`src/rtl/tmcpu_pkg.sv`:
```
// Shared core definitions: sequencer states and PC geometry.
package tmcpu_pkg;

    localparam int PC_W = 32;
    localparam logic [PC_W-1:0] PC_STEP = 32'd4;

    typedef enum logic [1:0] {
        ST_BOOT = 2'd0,
        ST_RUN  = 2'd1,
        ST_HALT = 2'd2
    } pc_state_e;

    // Instruction fetch requires word alignment.
    function automatic logic pc_misaligned(input logic [PC_W-1:0] pc);
        return pc[1:0] != 2'b00;
    endfunction

endpackage

```
`src/rtl/pc_next_sel.sv`:
```
// Next-PC priority mux: picks the PC the register loads at the next edge and
// decides whether the redirect buffer is written or cleared this cycle.
// TMCPU_PC_ALIGN_CHECK_EN: misaligned redirect targets become traps instead
// of having their low bits dropped.
module pc_next_sel
    import tmcpu_pkg::*;
#(
    parameter logic [PC_W-1:0] RESET_VECTOR = 32'h0000_0000,
    parameter logic [PC_W-1:0] TRAP_VECTOR  = 32'h0000_0100
) (
    input  pc_state_e         state_i,
    input  logic [PC_W-1:0]   pc_i,
    input  logic              stall_i,
    input  logic              halt_i,
    input  logic              trap_i,
    input  logic              redirect_valid_i,
    input  logic [PC_W-1:0]   redirect_pc_i,
    input  logic              pend_valid_i,
    input  logic [PC_W-1:0]   pend_pc_i,
    output logic [PC_W-1:0]   next_pc_o,
    output logic              buf_wr_o,
    output logic              buf_clr_o,
    output logic              misalign_o
);

    logic [PC_W-1:0] tgt;
    logic            use_tgt;

`ifndef TMCPU_PC_ALIGN_CHECK_EN
    // Low target bits are discarded when alignment is not enforced.
    logic [1:0] unused_tgt_lo;
    assign unused_tgt_lo = tgt[1:0];
`endif

    // Fixed-priority selection: trap, stall/halt hold, live redirect,
    // buffered redirect, then sequential step.
    always_comb begin
        next_pc_o  = pc_i;
        buf_wr_o   = 1'b0;
        buf_clr_o  = 1'b0;
        misalign_o = 1'b0;
        tgt        = '0;
        use_tgt    = 1'b0;
        unique case (state_i)
            ST_BOOT: next_pc_o = RESET_VECTOR;
            ST_RUN: begin
                if (trap_i) begin
                    next_pc_o = TRAP_VECTOR;
                    buf_clr_o = 1'b1;
                end else if (stall_i || halt_i) begin
                    // Hold; a redirect arriving now is parked, newest wins.
                    buf_wr_o = redirect_valid_i;
                end else if (redirect_valid_i) begin
                    tgt       = redirect_pc_i;
                    use_tgt   = 1'b1;
                    buf_clr_o = 1'b1;
                end else if (pend_valid_i) begin
                    tgt       = pend_pc_i;
                    use_tgt   = 1'b1;
                    buf_clr_o = 1'b1;
                end else begin
                    next_pc_o = pc_i + PC_STEP;
                end
            end
            ST_HALT: begin
                if (trap_i) begin
                    next_pc_o = TRAP_VECTOR;
                    buf_clr_o = 1'b1;
                end
            end
            default: next_pc_o = RESET_VECTOR;
        endcase

        if (use_tgt) begin
`ifdef TMCPU_PC_ALIGN_CHECK_EN
            if (pc_misaligned(tgt)) begin
                next_pc_o  = TRAP_VECTOR;
                misalign_o = 1'b1;
            end else begin
                next_pc_o = tgt;
            end
`else
            next_pc_o = {tgt[PC_W-1:2], 2'b00};
`endif
        end
    end

endmodule

```
`src/rtl/pc_sequencer.sv`:
```
// Program counter owner for the single-cycle core: boot window, run/halt
// control, one-entry redirect buffer for redirects that land during a stall.
// TMCPU_PC_ALIGN_CHECK_EN: enables misaligned-redirect trapping in pc_next_sel.
module pc_sequencer
    import tmcpu_pkg::*;
#(
    parameter logic [PC_W-1:0] RESET_VECTOR = 32'h0000_0000,
    parameter logic [PC_W-1:0] TRAP_VECTOR  = 32'h0000_0100,
    parameter int              BOOT_CYCLES  = 2
) (
    input  logic              clk,
    input  logic              rst_n,
    input  logic              stall_i,
    input  logic              redirect_valid_i,
    input  logic [PC_W-1:0]   redirect_pc_i,
    input  logic              trap_i,
    input  logic              halt_i,
    input  logic              resume_i,
    output logic [PC_W-1:0]   pc_o,
    output logic [PC_W-1:0]   next_pc_o,
    output logic              pc_valid_o,
    output logic              halted_o,
    output logic              redirect_pend_o,
    output logic              misalign_o
);

    localparam int BCW = (BOOT_CYCLES > 1) ? $clog2(BOOT_CYCLES) : 1;
    localparam logic [BCW-1:0] BOOT_INIT = BCW'(BOOT_CYCLES - 1);

    pc_state_e       state_q, state_d;
    logic [BCW-1:0]  boot_cnt_q;
    logic            pend_vld_q;
    logic [PC_W-1:0] pend_pc_q;
    logic            buf_wr, buf_clr;

    pc_next_sel #(
        .RESET_VECTOR (RESET_VECTOR),
        .TRAP_VECTOR  (TRAP_VECTOR)
    ) u_sel (
        .state_i          (state_q),
        .pc_i             (pc_o),
        .stall_i          (stall_i),
        .halt_i           (halt_i),
        .trap_i           (trap_i),
        .redirect_valid_i (redirect_valid_i),
        .redirect_pc_i    (redirect_pc_i),
        .pend_valid_i     (pend_vld_q),
        .pend_pc_i        (pend_pc_q),
        .next_pc_o        (next_pc_o),
        .buf_wr_o         (buf_wr),
        .buf_clr_o        (buf_clr),
        .misalign_o       (misalign_o)
    );

    // State transitions; trap always lands in RUN and outranks halt/resume.
    always_comb begin
        state_d = state_q;
        unique case (state_q)
            ST_BOOT: if (boot_cnt_q == '0) state_d = ST_RUN;
            ST_RUN:  if (!trap_i && halt_i) state_d = ST_HALT;
            ST_HALT: if (trap_i || resume_i) state_d = ST_RUN;
            default: state_d = ST_BOOT;
        endcase
    end

    // State register and boot down-counter.
    always_ff @(posedge clk or negedge rst_n) begin
        if (!rst_n) begin
            state_q    <= ST_BOOT;
            boot_cnt_q <= BOOT_INIT;
        end else begin
            state_q <= state_d;
            if (state_q == ST_BOOT && boot_cnt_q != '0)
                boot_cnt_q <= boot_cnt_q - BCW'(1);
        end
    end

    // PC register follows the mux unconditionally; holds are encoded there.
    always_ff @(posedge clk or negedge rst_n) begin
        if (!rst_n) pc_o <= RESET_VECTOR;
        else        pc_o <= next_pc_o;
    end

    // One-entry redirect buffer; clear and write are mutually exclusive.
    always_ff @(posedge clk or negedge rst_n) begin
        if (!rst_n) begin
            pend_vld_q <= 1'b0;
            pend_pc_q  <= '0;
        end else if (buf_clr) begin
            pend_vld_q <= 1'b0;
        end else if (buf_wr) begin
            pend_vld_q <= 1'b1;
            pend_pc_q  <= redirect_pc_i;
        end
    end

    assign pc_valid_o      = (state_q == ST_RUN) && !stall_i;
    assign halted_o        = (state_q == ST_HALT);
    assign redirect_pend_o = pend_vld_q;

endmodule
```
`config.mk`:
```
export PLATFORM = sky130hd
export DESIGN_NAME = pc_sequencer
export DESIGN_NICKNAME = d
export VERILOG_FILES = /design/src/rtl/tmcpu_pkg.sv /design/src/rtl/pc_next_sel.sv /design/src/rtl/pc_sequencer.sv
export SDC_FILE = /design/constraint.sdc
export NUM_CORES = 1
export LEC_CHECK = 0
export ABC_AREA = 1
export ABC_CLOCK_PERIOD_IN_PS = 1800
export CAP_MARGIN = 20
export CORE_MARGIN = 2
export CORE_UTILIZATION = 46
export DETAILED_ROUTE_END_ITERATION = 10
export PLACE_DENSITY = 0.78
export SYNTH_ARGS = -nofsm -noshare
export SYNTH_HDL_FRONTEND = slang
export SYNTH_HIERARCHICAL = 1
export SYNTH_SLANG_ARGS = --single-unit
export TNS_END_PERCENT = 10
```
`constraint.sdc`:
```
create_clock -name clk -period 1.8 [get_ports clk]
set_input_delay 0.36 -clock clk [delete_from_list [all_inputs] [get_ports clk]]
set_output_delay 0.36 -clock clk [all_outputs]
set_load 0.005 [all_outputs]
```
==> results.py <==
metrics = {
    "final_layout": {
        "layout_common_cells": "nand2_1, buf_4, inv_1",
        "final_util": 0.7959,
        "n_fill_cell": 605,
        "synthToLayoutAreaGrowth_pct": 68.52,
        "drive_gt1_frac": 0.4327,
        "antennaDiodeCount": 0,
        "final_common_cell": "nand2_1",
        "fin_nets": 899,
    },
    "clock_network": {
        "cts_buffers": 9,
        "clk_latency_ns": 0.35,
        "clockBufferDepth": 2,
        "htreeDepth": 3,
        "cts_hold_buf": 0,
        "clkTransAtPathRegs_ns": 0.09,
        "cts_sinks": 66,
        "cts_tree": "yes",
        "cts_root_buffer": "clkbuf_8",
    },
    "timing": {
        "setup_violations": 67,
        "setup_tns_ns": -23.75,
        "min_period_ns": 2.577,
        "worst_clock_skew_ns": 0.01637,
        "drv_slew": 0,
        "finalHoldViolations": 0,
        "worst_slack_ns": -0.7773,
        "rsz0062_at_grt": "yes",
        "fmax_mhz": 388.0,
        "fin_crit_sh": 1.432,
    },
    "run_status": {
        "violations": "negative setup slack",
        "run_status": "finished, violations left",
    },
    "run": {
        "maxCapViolations": 0,
    },
    "worst_setup_path": {
        "required_ns": 1.44,
        "crit_type": "register to output pin",
        "max_stage_delay_ns": 0.40,
        "cpMostUsedCell": "buf_4",
        "startpoint": "pc_o[2]",
        "cp-end-kind": "output pin",
        "cpLargestDelayFamily": "buffers and inverters",
        "reg2reg_slack_ns": -0.18,
        "crit_chain": "ha_2, buf_4, buf_4, inv_1, buf_4, nor3_1, o21ai_0, o22ai_2, dlygate4sd2_1",
        "cp_max_fo": 2,
        "arrival_ns": 2.22,
        "crit_slowest_cell": "dfrtp_1",
        "rr_startpoint": "state_q[1]",
        "cp.buffers_inverters": 5,
        "startpoint_type": "register",
    },
    "global_route": {
        "antenna_found_initial": 0,
        "grt_pass1_wl_mm": 25.42,
        "grt_max_degree": 67,
        "grt_overflow": 0,
        "first_global_vias": 5236,
        "grt_usage": 0.3205,
    },
    "floorplanning": {
        "die_y_um": 101.4,
        "start_util": 0.4723,
        "coreArea_um2": 9240,
        "dieArea_um2": 10280,
        "rows": 35,
        "die_w_um": 101.4,
        "ios": 107,
    },
    "synthesis": {
        "syn_area_um2": 4364,
        "netlist_instances": 605,
        "syn_nets": 647,
        "synth.avg_cell_area_um2": 7.214,
        "yosysWarnings": 6,
    },
    "placement": {
        "io_buffers": 103,
        "place.gp.congestion": 0.9448,
        "hpwlAfterDp_mm": 11.45,
    },
    "pwr": {
        "leakagePower_uw": 0.003704,
        "p_clk_frac": 0.226,
        "switching_share": 0.3789,
        "seq_power_share": 0.306,
        "powerDensity_nw_per_um2": 936.4,
        "p_comb_frac": 0.467,
        "power_switching_uw": 2609,
        "totalPowerFinal_uw": 6887,
        "ir_worst_vdd_v": 0.0008027,
        "p_int_uw": 4278,
    },
    "drt": {
        "drt_iter0_markers": 411,
        "vias": 5260,
        "vias_per_cell": 5.308,
        "ant_nets": 0,
        "drtPass1Iterations": 7,
        "drc": 0,
        "routed_wirelength_mm": 16.58,
        "wl_per_cell_um": 16.73,
    },
    "hold_path": {
        "hold_class": "primary input to async pin",
    },
}
## registers in the layout, summed over array words and instances, names as in the netlist
register	flops
boot_cnt_q	1
pc_o	32
pend_pc_q	30
redirect_pend_o	1
state_q	2
## layout make-up
| cell class | count | area, um^2 | share of cell area |
|---|---|---|---|
| repair buffers | 264 | 2231 | 0.3033 |
| multi-input cells | 426 | 2700 | 0.3671 |
| well taps | 129 | 161.4 | 0.02195 |
| clock inverters | 6 | 115.1 | 0.01565 |
| flip-flops and latches | 66 | 1664 | 0.2263 |
| inverters | 90 | 355.3 | 0.04832 |
| clock buffers | 10 | 127.6 | 0.01735 |
## per-stage QoR
| step | worst slack [ns] | hold WS, ns | cells | area [um^2] |
|---|---|---|---|---|
| 2_1_floorplan | -0.01685 | 0.06441 | 605 | 4373 |
| 3_3_place_gp | -1.081 | 0.4030 | 933 | 6347 |
| 3_5_place_dp | -1.141 | 0.4166 | 933 | 6347 |
| 4_1_cts | -0.6944 | 0.03812 | 982 | 7114 |
| 5_1_grt | -0.8281 | 0.04442 | 991 | 7355 |
| 6_report | -0.7773 | 0.01957 | 991 | 7355 |
## power by group through the flow
stage	Clock (uW)	Sequential, uW	Combinational [uW]
6_report	1560	2110	3220
5_1_grt	1640	2140	3450
4_1_cts	1560	2100	2990
3_5_place_dp	0	2110	2610
3_3_place_gp	0	2090	2530
2_1_floorplan	0	2090	1410
## worst paths after layout
kind	end	cells after the start
max	next_pc_o[4]	9
min	pend_pc_q[2]	2
max reg2reg	pend_pc_q[16]	12
min reg2reg	boot_cnt_q	1
max in group asynchronous	pc_o[22]	2
min in group clk	boot_cnt_q	1
## repair_timing
item | CTS | global route
pin swaps | 49 | 31
resized for setup | 206 | 97
endpoints found under the setup margin | 77 | 85
setup buffers | 33 | 11
## per-layer routing
metal | GRT usage | part of all wire
met1 | 0.4245 | 0.40
met2 | 0.5349 | 0.49
met3 | 0.06004 | 0.081
met4 | 0.09771 | 0.029
met5 | 0 | 0
## worst register-to-register path: stages (launching register included)
cell	delay, ns
dfrtp_1	0.40
inv_2	0.07
ha_4	0.15
inv_2	0.05
nor2_4	0.14
inv_4	0.09
buf_4	0.14
nor2_2	0.12
inv_1	0.08
or2_4	0.26
buf_12	0.18
nand2_1	0.11
o21ai_2	0.06
(Power assumes the default switching activity.)
==> RTL edit: new RTL, same flow settings <==
`BOOT_CYCLES`: 2 -> 4.
--- a/src/rtl/pc_sequencer.sv
+++ b/src/rtl/pc_sequencer.sv
@@ -7,5 +7,5 @@
     parameter logic [PC_W-1:0] RESET_VECTOR = 32'h0000_0000,
     parameter logic [PC_W-1:0] TRAP_VECTOR  = 32'h0000_0100,
-    parameter int              BOOT_CYCLES  = 2
+    parameter int              BOOT_CYCLES  = 4
 ) (
     input  logic              clk,
Check against the original RTL: not equivalent (a bounded check fails within 4 cycles, from zero or initial values and one cycle with rst_n low).
==> RTL edit against the original RTL <==
The run still ends with negative setup slack left; power is 4.7% lower; non-clock buffer count is 7 lower; routed wire length is 4.1% higher; synthesized area is 1.5% higher; design area is 0.73% higher; synthesized cell count is 1.7% higher; sequential cell count is 1 higher; worst setup slack better by 0.083 ns; die area is 1.5% higher; critical path type unchanged; critical endpoint is now next_pc_o[8].
==> RTL edit: results (changes against the original RTL) <==
* DP Worst Slack at -1.043 ns (+0.09766 ns)
* Final Worst Setup Slack at -0.6946 ns (+0.08267 ns)
* Crit Path Max Fanout at 4 (+2)
* Router iterations before antenna repair at 6 (-1)
* Routed wire length per instance at 17.38 µm (+3.8%)
* Final #Nets at 903 (+0.44%)
* Clock skew at 0.01148 ns (-0.004887 ns)
* DR iter-0 viols at 497 (+21%)
* All-Layer GR Usage at 31.62% (-0.43 points)
* Top flop regs: pc_o: 32 flops, pend_pc_q: 30 flops
* Placed insts at 939 (+0.64%)
* Pleak at 0.003651 µW (-1.4%)
* Syn Nets at 658 (+1.7%)
* VDD IR max at 0.5909 mV (-26%)
* Synthesized area per cell at 7.206 µm² (-0.10%)
* Failing checks: negative setup slack
* Cells on worst reg2reg path at 16 (+4)
* Internal power at 3963 µW (-7.3%)
* CP delay by family, top: simple AND/OR/NAND/NOR gates
* Status: complete, but fails checks
* Layout cells sized above 1 at 42.71% (-0.56 points)
* Final Setup Violations at 68 (+1.5%)
* Vias in the first global route at 5150 (-1.6%)
* Largest net degree at the start of global routing at 47 (-30%)
* Max stage delay on crit path at 0.44 ns (+0.04 ns)
[RTL edit: what timing repair did]
item / CTS / global route
setup buffers: 31 / 11
endpoints found under the hold margin: 0 / 0
resized for setup: 249 / 73
setup endpoints to repair: 72 / 86
pin swaps: 60 / 51
[RTL edit: worst register-to-register path, cell delays in order, from the launching register on]
cell	delay, ns
dfrtp_2	0.44
nor2_8	0.15
nand2_4	0.09
nor2_4	0.13
buf_6	0.13
nand2_8	0.06
buf_6	0.12
o21ai_2	0.12
nand2_1	0.09
nand3_2	0.08
o21ai_2	0.07
buf_4	0.14
buf_4	0.12
buf_4	0.12
buf_4	0.12
buf_4	0.12
buf_4	0.12
[RTL edit: path summary, 6_finish.rpt]
path	from	slack, ns	endpoint
max	pc_o[7]	-0.69	next_pc_o[8]
min	rst_n	0.002	pc_o[7]
max reg2reg	redirect_pend_o	-0.53	pc_o[9]
min reg2reg	pend_pc_q[31]	0.48	pend_pc_q[31]
max in group asynchronous	rst_n	1.18	pc_o[27]
min in group clk	pend_pc_q[31]	0.48	pend_pc_q[31]
[RTL edit: layout make-up]
type                    count  area, µm²  area share [%]
clock inverters             4      52.55          0.7093
inverters                  92      362.8           4.898
repair buffers            257       2250           30.37
well taps                 129      161.4           2.179
multi-input cells         433       2761           37.27
flip-flops and latches     67       1689           22.80
clock buffers              11      131.4           1.773
[RTL edit: power groups by stage]
stage          clock, µW  sequential [µW]  combinational [µW]
2_1_floorplan          0             2110                1420
3_5_place_dp           0             2130                2690
4_1_cts             1250             2110                2980
6_report            1240             2130                3190
5_1_grt             1340             2170                3420
3_3_place_gp           0             2110                2610
[RTL edit: layer usage]
metal  vias up  GRT usage (%)  part of all wire (%)
li1       2469              -                     -
met1      2606          43.99                    41
met2       302          51.62                    48
met3        81          4.309                   7.1
met4         0          9.538                   4.1
met5         -              0                     0
